File: src/rtl/pwm_fade_pkg.sv
// Shared definitions for the PWM duty-cycle fade sequencer and its period counter.
package pwm_fade_pkg;

    typedef enum logic [0:0] {
        ST_IDLE = 1'b0,
        ST_RAMP = 1'b1
    } fade_state_e;

    localparam int unsigned DEF_R      = 8;
    localparam int unsigned DEF_HOLD_W = 8;
    localparam int unsigned PERIOD_LEN = 2 ** DEF_R;

    function automatic int unsigned period_len(input int unsigned r);
        return 32'd1 << r;
    endfunction

endpackage

File: src/rtl/pwm_period_tick.sv
// Free-running R-bit PWM period counter; tick_o is high during the last count of each period.
module pwm_period_tick
    import pwm_fade_pkg::*;
#(
    parameter int unsigned R = DEF_R
) (
    input  logic clk_i,
    input  logic rst_i,
    output logic tick_o
);

    localparam int unsigned   PLEN     = period_len(R);
    localparam logic [R-1:0]  PRE_WRAP = R'(PLEN - 2);
    localparam logic [R-1:0]  CNT_ONE  = R'(1);

    logic [R-1:0] cnt_q;
    logic         tick_q;

    // Tick is registered one count early so it lines up with count == 2**R-1.
    always_ff @(posedge clk_i or posedge rst_i) begin
        if (rst_i) begin
            cnt_q  <= {R{1'b0}};
            tick_q <= 1'b0;
        end else begin
            cnt_q  <= cnt_q + CNT_ONE;
            tick_q <= (cnt_q == PRE_WRAP);
        end
    end

    assign tick_o = tick_q;

endmodule

File: src/rtl/pwm_fade_ctrl.sv
// Duty-cycle ramp sequencer feeding a PWM generator; ciclo only changes at period boundaries.
// Optional retrigger during a ramp is enabled by defining PWM_FADE_RETRIG_EN.
module pwm_fade_ctrl
    import pwm_fade_pkg::*;
#(
    parameter int unsigned R      = DEF_R,
    parameter int unsigned HOLD_W = DEF_HOLD_W
) (
    input  logic              clk,
    input  logic              reset,
    input  logic              cmd_valid,
    output logic              cmd_ready,
    input  logic [R-1:0]      cmd_target,
    input  logic [R-1:0]      cmd_step,
    input  logic [HOLD_W-1:0] cmd_hold,
    output logic [R-1:0]      ciclo,
    output logic              period_tick,
    output logic              busy,
    output logic              done
);

    localparam logic [R-1:0]      STEP_ONE = R'(1);
    localparam logic [HOLD_W-1:0] HOLD_ONE = HOLD_W'(1);

    fade_state_e       state_q;
    logic [R-1:0]      ciclo_q;
    logic [R-1:0]      target_q;
    logic [R-1:0]      step_q;
    logic [HOLD_W-1:0] hold_q;
    logic [HOLD_W-1:0] hold_cnt_q;
    logic              busy_q;
    logic              done_q;

    logic              tick_s;
    logic              accept_s;
    logic              up_s;
    logic              hold_hit_s;
    logic [R:0]        diff_s;
    logic [R:0]        delta_s;
    logic [R:0]        sum_s;
    logic [R-1:0]      ciclo_d;
    logic [R-1:0]      step_nz_s;
    logic [HOLD_W-1:0] hold_nz_s;

    pwm_period_tick #(.R(R)) u_period (
        .clk_i  (clk),
        .rst_i  (reset),
        .tick_o (tick_s)
    );

`ifdef PWM_FADE_RETRIG_EN
    assign cmd_ready = 1'b1;
`else
    assign cmd_ready = (state_q == ST_IDLE);
`endif
    assign accept_s = cmd_valid & cmd_ready;

    // Next step value: move by min(step, distance) so the target is never overshot.
    always_comb begin
        up_s = (target_q > ciclo_q);
        if (up_s) begin
            diff_s = {1'b0, target_q} - {1'b0, ciclo_q};
        end else begin
            diff_s = {1'b0, ciclo_q} - {1'b0, target_q};
        end
        if ({1'b0, step_q} < diff_s) begin
            delta_s = {1'b0, step_q};
        end else begin
            delta_s = diff_s;
        end
        if (up_s) begin
            sum_s = {1'b0, ciclo_q} + delta_s;
        end else begin
            sum_s = {1'b0, ciclo_q} - delta_s;
        end
        if (sum_s[R]) begin
            ciclo_d = up_s ? {R{1'b1}} : {R{1'b0}};
        end else begin
            ciclo_d = sum_s[R-1:0];
        end
        hold_hit_s = (({1'b0, hold_cnt_q} + {{HOLD_W{1'b0}}, 1'b1}) == {1'b0, hold_q});
        step_nz_s  = (cmd_step == {R{1'b0}})      ? STEP_ONE : cmd_step;
        hold_nz_s  = (cmd_hold == {HOLD_W{1'b0}}) ? HOLD_ONE : cmd_hold;
    end

    // Command acceptance and ramp sequencing; a command always wins over a same-cycle tick.
    always_ff @(posedge clk or posedge reset) begin
        if (reset) begin
            state_q    <= ST_IDLE;
            ciclo_q    <= {R{1'b0}};
            target_q   <= {R{1'b0}};
            step_q     <= STEP_ONE;
            hold_q     <= HOLD_ONE;
            hold_cnt_q <= {HOLD_W{1'b0}};
            busy_q     <= 1'b0;
            done_q     <= 1'b0;
        end else begin
            done_q <= 1'b0;
            case (state_q)
                ST_IDLE: begin
                    if (accept_s) begin
                        target_q   <= cmd_target;
                        step_q     <= step_nz_s;
                        hold_q     <= hold_nz_s;
                        hold_cnt_q <= {HOLD_W{1'b0}};
                        if (cmd_target == ciclo_q) begin
                            done_q <= 1'b1;
                        end else begin
                            state_q <= ST_RAMP;
                            busy_q  <= 1'b1;
                        end
                    end
                end
                ST_RAMP: begin
`ifdef PWM_FADE_RETRIG_EN
                    if (accept_s) begin
                        target_q   <= cmd_target;
                        step_q     <= step_nz_s;
                        hold_q     <= hold_nz_s;
                        hold_cnt_q <= {HOLD_W{1'b0}};
                        if (cmd_target == ciclo_q) begin
                            state_q <= ST_IDLE;
                            busy_q  <= 1'b0;
                            done_q  <= 1'b1;
                        end
                    end else
`endif
                    if (tick_s) begin
                        if (hold_hit_s) begin
                            ciclo_q    <= ciclo_d;
                            hold_cnt_q <= {HOLD_W{1'b0}};
                            if (ciclo_d == target_q) begin
                                state_q <= ST_IDLE;
                                busy_q  <= 1'b0;
                                done_q  <= 1'b1;
                            end
                        end else begin
                            hold_cnt_q <= hold_cnt_q + HOLD_ONE;
                        end
                    end
                end
                default: begin
                    state_q <= ST_IDLE;
                    busy_q  <= 1'b0;
                end
            endcase
        end
    end

    assign ciclo       = ciclo_q;
    assign busy        = busy_q;
    assign done        = done_q;
    assign period_tick = tick_s;

endmodule

File: config.mk
export PLATFORM = sky130hd
export DESIGN_NAME = pwm_fade_ctrl
export DESIGN_NICKNAME = d
export VERILOG_FILES = /design/src/rtl/pwm_fade_pkg.sv /design/src/rtl/pwm_period_tick.sv /design/src/rtl/pwm_fade_ctrl.sv
export SDC_FILE = /design/constraint.sdc
export NUM_CORES = 1
export LEC_CHECK = 0
export CAP_MARGIN = 20
export CORE_ASPECT_RATIO = 0.5
export CORE_MARGIN = 3
export CORE_UTILIZATION = 60
export CTS_CLUSTER_SIZE = 16
export DETAILED_ROUTE_END_ITERATION = 8
export PLACE_DENSITY = 0.82
export SKIP_LAST_GASP = 1
export SYNTH_ARGS = -nofsm -noshare
export SYNTH_HDL_FRONTEND = slang
export SYNTH_SLANG_ARGS = --single-unit
File: constraint.sdc
create_clock -name clk -period 8.43 [get_ports clk]
set_input_delay 1.686 -clock clk [delete_from_list [all_inputs] [get_ports clk]]
set_output_delay 1.686 -clock clk [all_outputs]
set_load 0.05 [all_outputs]
==> out/qor.txt, run 1 <==
Max-Cap Viols: 0
EDFF count, synth: 0
Gpl congestion: 0.9630
Seq/Total Area, Yosys: 0.2688
Worst hold path type: flip-flop to flip-flop
Final min period: 7.882 ns
DIE HEIGHT: 69.57 um
Die X: 133.1 um
First-pass detailed-route iteration total: 7
Hold depth: 1
Synthesized flop and latch total: 52
DIE AREA: 0.009263 mm^2
Reg clk slew, reported paths: 0.07 ns
Initial antenna violation count: 0
Starting Density: 0.6407
Final ANT Viol Nets: 0
Vias in the first global route: 4145
Slew @ Worst Pin: 0.8041 ns
CP endpoint kind: flip-flop
Via count: 4533
Synth top cells by count: o21ai_0, dfrtp_1, nand2_1, inv_1, nor2_1
First-pass GRT wire length: 20.90 mm
Prevailing post-synth register cell: dfrtp_1
Mapped Nets: 632
Routed len/inst: 18.06 um
Hold Vio Cnt, Final: 0
Worst setup path endpoint: done
Root buf cell: clkbuf_16
CP Launch Point: ciclo[1]
DRT iter0 DRCs: 398
Sequential cell area: 0.001304 mm^2
Top cell type's share of synthesized area: 0.2580
Final slew viol count: 0
Outcome: completed
Reg2reg end: done
Reg2reg path depth: 32
Crit path max-delay cell type: dfrtp_1
Worst Clk Skew: 0.007743 ns
Synth Warn #: 0
Drt total wl: 12.86 mm
R2R Path Start: ciclo[1]
RSZ-0062 raised after global routing: no
Count of cell types in the netlist: 77
TritonCTS Sinks: 52
Syn Inst Count: 569
Asr flop ratio synth: 1.000
Area Growth Syn to Fin: 11.58%
DRC: 0
Placed Cells: 702
FILL cells: 603
Cts bufs inserted: 5
GRT Total Usage: 0.2776
Final setup viols: 0
Nets@finish: 666
I/O pins: 39
Clk Latency, worst-skew pair: 0.30 ns
Gr ovfl total: 0
# hold bufs at CTS: 0
CTS tree: done
# rows: 22
Area of the multi-input gates: 0.003232 mm^2
H-tree depth: 2
Dominant cell type by area after synthesis: dfrtp_1
Max incr delay on CP: 0.63 ns
DP HPWL: 9.782 mm
ANT cells: 0
Synth area leaders: dfrtp_1, ha_1, o21ai_0
Maximum fanout along the worst path: 11
Layout cells sized above 1: 0.1093
Via/cell ratio: 6.367
Data required time at the worst endpoint: 8.64 ns
Core area: 0.007570 mm^2
Largest net degree at the start of global routing: 53
Top-count cell post-synth: o21ai_0
Fin Setup TNS: 0 ns
Worst slew margin: 0.4590
Achievable Freq: 126.9 MHz
Buffer depth of the longest clock path: 2
Mapped cell area: 0.004850 mm^2
Critical path startpoint category: flip-flop
Internal reg-to-reg setup slack: 0.55 ns
Kind of critical path: flip-flop to flip-flop
WP data arrival: 8.09 ns
IO Port Bufs: 38
Syn Area/Cell: 8.523 um^2
Post-Layout Cell Count: 712
Final Cycle Share: 0.9350
==> layout make-up <==
cell class | count | share of cell area
flip-flops and latches | 52 | 0.2409
repair buffers | 47 | 0.08277
clock buffers | 5 | 0.02312
multi-input cells | 458 | 0.5972
clock inverters | 3 | 0.003931
well taps | 108 | 0.02497
inverters | 39 | 0.02705
==> metrics by stage <==
step / setup WS, ns / utilization / hold WS [ns] / cell area (um^2)
CTS: 0.4523 / 0.7124 / 0.4698 / 5393
global placement: 0.7107 / 0.6931 / 0.4511 / 5246
finish: 0.5482 / 0.7149 / 0.4663 / 5411
global route: 0.09936 / 0.7149 / 0.4986 / 5411
detailed placement: 0.5120 / 0.6931 / 0.4564 / 5246
floorplan: 1.096 / - / 0.4375 / 4850
==> layer usage <==
layer | vias up | wire length (um) | global-route usage
met5 | - | 0 | 0
met4 | 0 | 131 | 0.04789
met3 | 14 | 1311 | 0.06087
met2 | 245 | 5633 | 0.4270
met1 | 2127 | 5784 | 0.4079
li1 | 2147 | - | -
==> sequential cells by signal (all words and copies together) (netlist names) <==
| signal | count |
|---|---|
| hold_cnt_q | 8 |
| hold_q | 8 |
| busy | 1 |
| u_period.tick_o | 1 |
| u_period.cnt_q | 8 |
| ciclo | 8 |
| done | 1 |
| step_q | 8 |
| target_q | 8 |
| state_q | 1 |
==> worst max-delay path, delay by kind of cell (launching register included) <==
kind | cells | cell delay (ns)
AOI/OAI and AO/OA | 13 | 2.98
adders and majority gates | 5 | 1.56
buffers and inverters | 3 | 0.55
DFF | 1 | 0.63
and+or+nand+nor | 11 | 2.07
==> cell families (layout without fill, tap and decap cells) <==
group | Yosys count | count (layout) | share of synthesized area
AOI/OAI and AO/OA | 159 | 159 | 0.2201
buffers and inverters | 59 | 94 | 0.06605
xor gates and xnor gates | 43 | 43 | 0.07921
DFF | 52 | 52 | 0.2688
and+or+nand+nor | 191 | 191 | 0.2010
adders and majority gates | 37 | 37 | 0.09985
muxes | 28 | 28 | 0.06501
==> timing repair <==
action                                  in CTS  in global routing
endpoints found under the setup margin       0                  3
resized for setup                            0                  3
buffers inserted                             0                  2
==> how the worst min path moves through the flow <==
stage,from,to,slack [ns]
2_1_floorplan,u_period.cnt_q[4],u_period.cnt_q[4],0.44
3_3_place_gp,u_period.cnt_q[4],u_period.cnt_q[4],0.45
5_1_grt,u_period.cnt_q[5],u_period.cnt_q[5],0.50
3_5_place_dp,u_period.cnt_q[5],u_period.cnt_q[5],0.46
6_report,u_period.cnt_q[4],u_period.cnt_q[4],0.47
4_1_cts,u_period.cnt_q[5],u_period.cnt_q[5],0.47
==> cell usage in the layout (no fill, tap or decap), drive strengths merged, types with 4 or more instances in the layout <==
cell type and n:
o21ai 58, dfrtp 50, nand2 49, inv 40
nor2 38, clkdlybuf4s50 38, ha 33, a21oi 31
xnor2 29, nand3 26, mux2 18, xor2 14
nor3 14, nand4 11, nor2b 10, mux2i 10
buf 9, a211oi 9, nand2b 8, and3 8
a21o 8, a41oi 6, or3 6, o31ai 6
nor4 5, clkbuf 5, o21a 5, o22ai 5
and4 5, and2 4
Power of run 1 is not shown: default switching activity piles up to over one toggle a cycle in this logic, so the estimate is an artifact.
==> inputs of run 2 (changes only) <==
--- a/config.mk
+++ b/config.mk
@@ -7,7 +7,6 @@
 export LEC_CHECK = 0
 export CAP_MARGIN = 20
 export CORE_ASPECT_RATIO = 0.5
-export CORE_MARGIN = 3
 export CORE_UTILIZATION = 60
 export CTS_CLUSTER_SIZE = 16
 export DETAILED_ROUTE_END_ITERATION = 8
==> run 2 against run 1 <==
Effect of this change:
- register-to-register slack lost 0.15 ns
- maximum frequency fell by 1.9%
- first-iteration DRC count is 12% higher
- routed wire length grew 3.0%
- largest cell class unchanged
- highest routed layer unchanged
==> out/qor.txt, run 2 (same netlist as run 1, synthesis figures left out) <==
Outcome: completed
Final slew viol count: 0
Max incr delay on CP: 0.56 ns
DIE HEIGHT: 65.57 um
Nets@finish: 667
Reg clk slew, reported paths: 0.08 ns
I/O pins: 39
Crit path max-delay cell type: or4b_1
Sequential cell area: 0.001304 mm^2
Routed len/inst: 18.58 um
Final setup viols: 0
# rows: 22
Buffer depth of the longest clock path: 2
Worst Clk Skew: 0.007399 ns
CTS tree: done
ANT cells: 0
Gr ovfl total: 0
Clk Latency, worst-skew pair: 0.30 ns
Largest net degree at the start of global routing: 53
Final core utilization: 0.7177
Worst slew margin: 0.5290
Drt total wl: 13.25 mm
# hold bufs at CTS: 0
Core area: 0.007570 mm^2
Pre-CTS setup slack: 0.3458 ns
Area Growth Syn to Fin: 12.02%
Cts bufs inserted: 5
Via/cell ratio: 6.335
IO Port Bufs: 38
First-pass detailed-route iteration total: 8
Die X: 129.1 um
H-tree depth: 2
Slew @ Worst Pin: 0.7001 ns
TritonCTS Sinks: 52
Via count: 4517
DP HPWL: 10.01 mm
FILL cells: 601
Final Cycle Share: 0.9533
Initial antenna violation count: 0
DRC: 0
GRT Total Usage: 0.3349
Layout cells sized above 1: 0.1124
First-pass GRT wire length: 21.24 mm
Final WS setup: 0.3936 ns
Root buf cell: clkbuf_16
Most common cell after layout, fill and taps aside: o21ai_0
WP data arrival: 8.26 ns
Kind of critical path: flip-flop to flip-flop
RSZ-0062 raised after global routing: no
Gpl congestion: 0.9993
Critical path startpoint category: flip-flop
DRT iter0 DRCs: 445
CP endpoint kind: flip-flop
Hold Vio Cnt, Final: 0
DIE AREA: 0.008468 mm^2
Max-Cap Viols: 0
Fin Setup TNS: 0 ns
Maximum fanout along the worst path: 10
Worst hold path type: flip-flop to flip-flop
Final min period: 8.036 ns
Starting Density: 0.6407
Data required time at the worst endpoint: 8.65 ns
Vias in the first global route: 4084
Area of the multi-input gates: 0.003239 mm^2
Commonest non-fill, non-tap cells in the layout: o21ai_0, dfrtp_1, nand2_1
Achievable Freq: 124.4 MHz
Final ANT Viol Nets: 0
run 2: changes by cell type in the layout (fill, tap and decap cells not counted), sizes merged:
cell | previous run | this run
buf | 9 | 10
run 2: through the flow:
stage / hold WS, ns / area [um^2] / std cells
after floorplan: 0.4375 / 4850 / 569
after global placement: 0.4518 / 5261 / 704
after detailed placement: 0.4579 / 5261 / 704
after CTS: 0.4688 / 5414 / 712
after global routing: 0.5018 / 5433 / 713
final: 0.4639 / 5433 / 713
run 2: path summary, 6_finish.rpt:
kind	startpoint	end	slack, ns	depth (start not counted)
worst max-delay path	ciclo[5]	done	0.39	32
worst min-delay path	u_period.cnt_q[4]	u_period.cnt_q[4]	0.46	1
worst max register to register	ciclo[5]	done	0.39	32
worst min register to register	u_period.cnt_q[4]	u_period.cnt_q[4]	0.46	1
max in group asynchronous	reset	hold_cnt_q[5]	6.09	3
min in group asynchronous	reset	ciclo[6]	1.89	3
run 2: layout make-up:
cell class,count,share of cell area
multi-input cells,458,0.5963
flip-flops and latches,52,0.2400
repair buffers,48,0.08383
inverters,39,0.02695
well taps,108,0.02487
clock buffers,5,0.02303
clock inverters,3,0.005067
run 2: per-layer routing:
| metal | vias to the layer above | global-route usage | part of all wire |
|---|---|---|---|
| li1 | 2139 | - | - |
| met1 | 2125 | 0.4792 | 0.47 |
| met2 | 240 | 0.5316 | 0.43 |
| met3 | 13 | 0.05945 | 0.093 |
| met4 | 0 | 0.06324 | 0.0091 |
| met5 | - | 0 | 0 |
run 2: critical path: cells and delay by family (launching register included):
family	cells	cell delay, ns
AO/OA/AOI/OAI	13	3.12
AND/OR/NAND/NOR	11	2.18
adder cells (fa/ha/maj)	5	1.66
flip-flops	1	0.53
buffers and inverters	3	0.45
run 2: timing repair:
item | CTS | global route
resized for setup | 0 | 5
setup buffers | 0 | 1
setup endpoints to repair | 0 | 3
Power of run 2 is left out for the same reason.
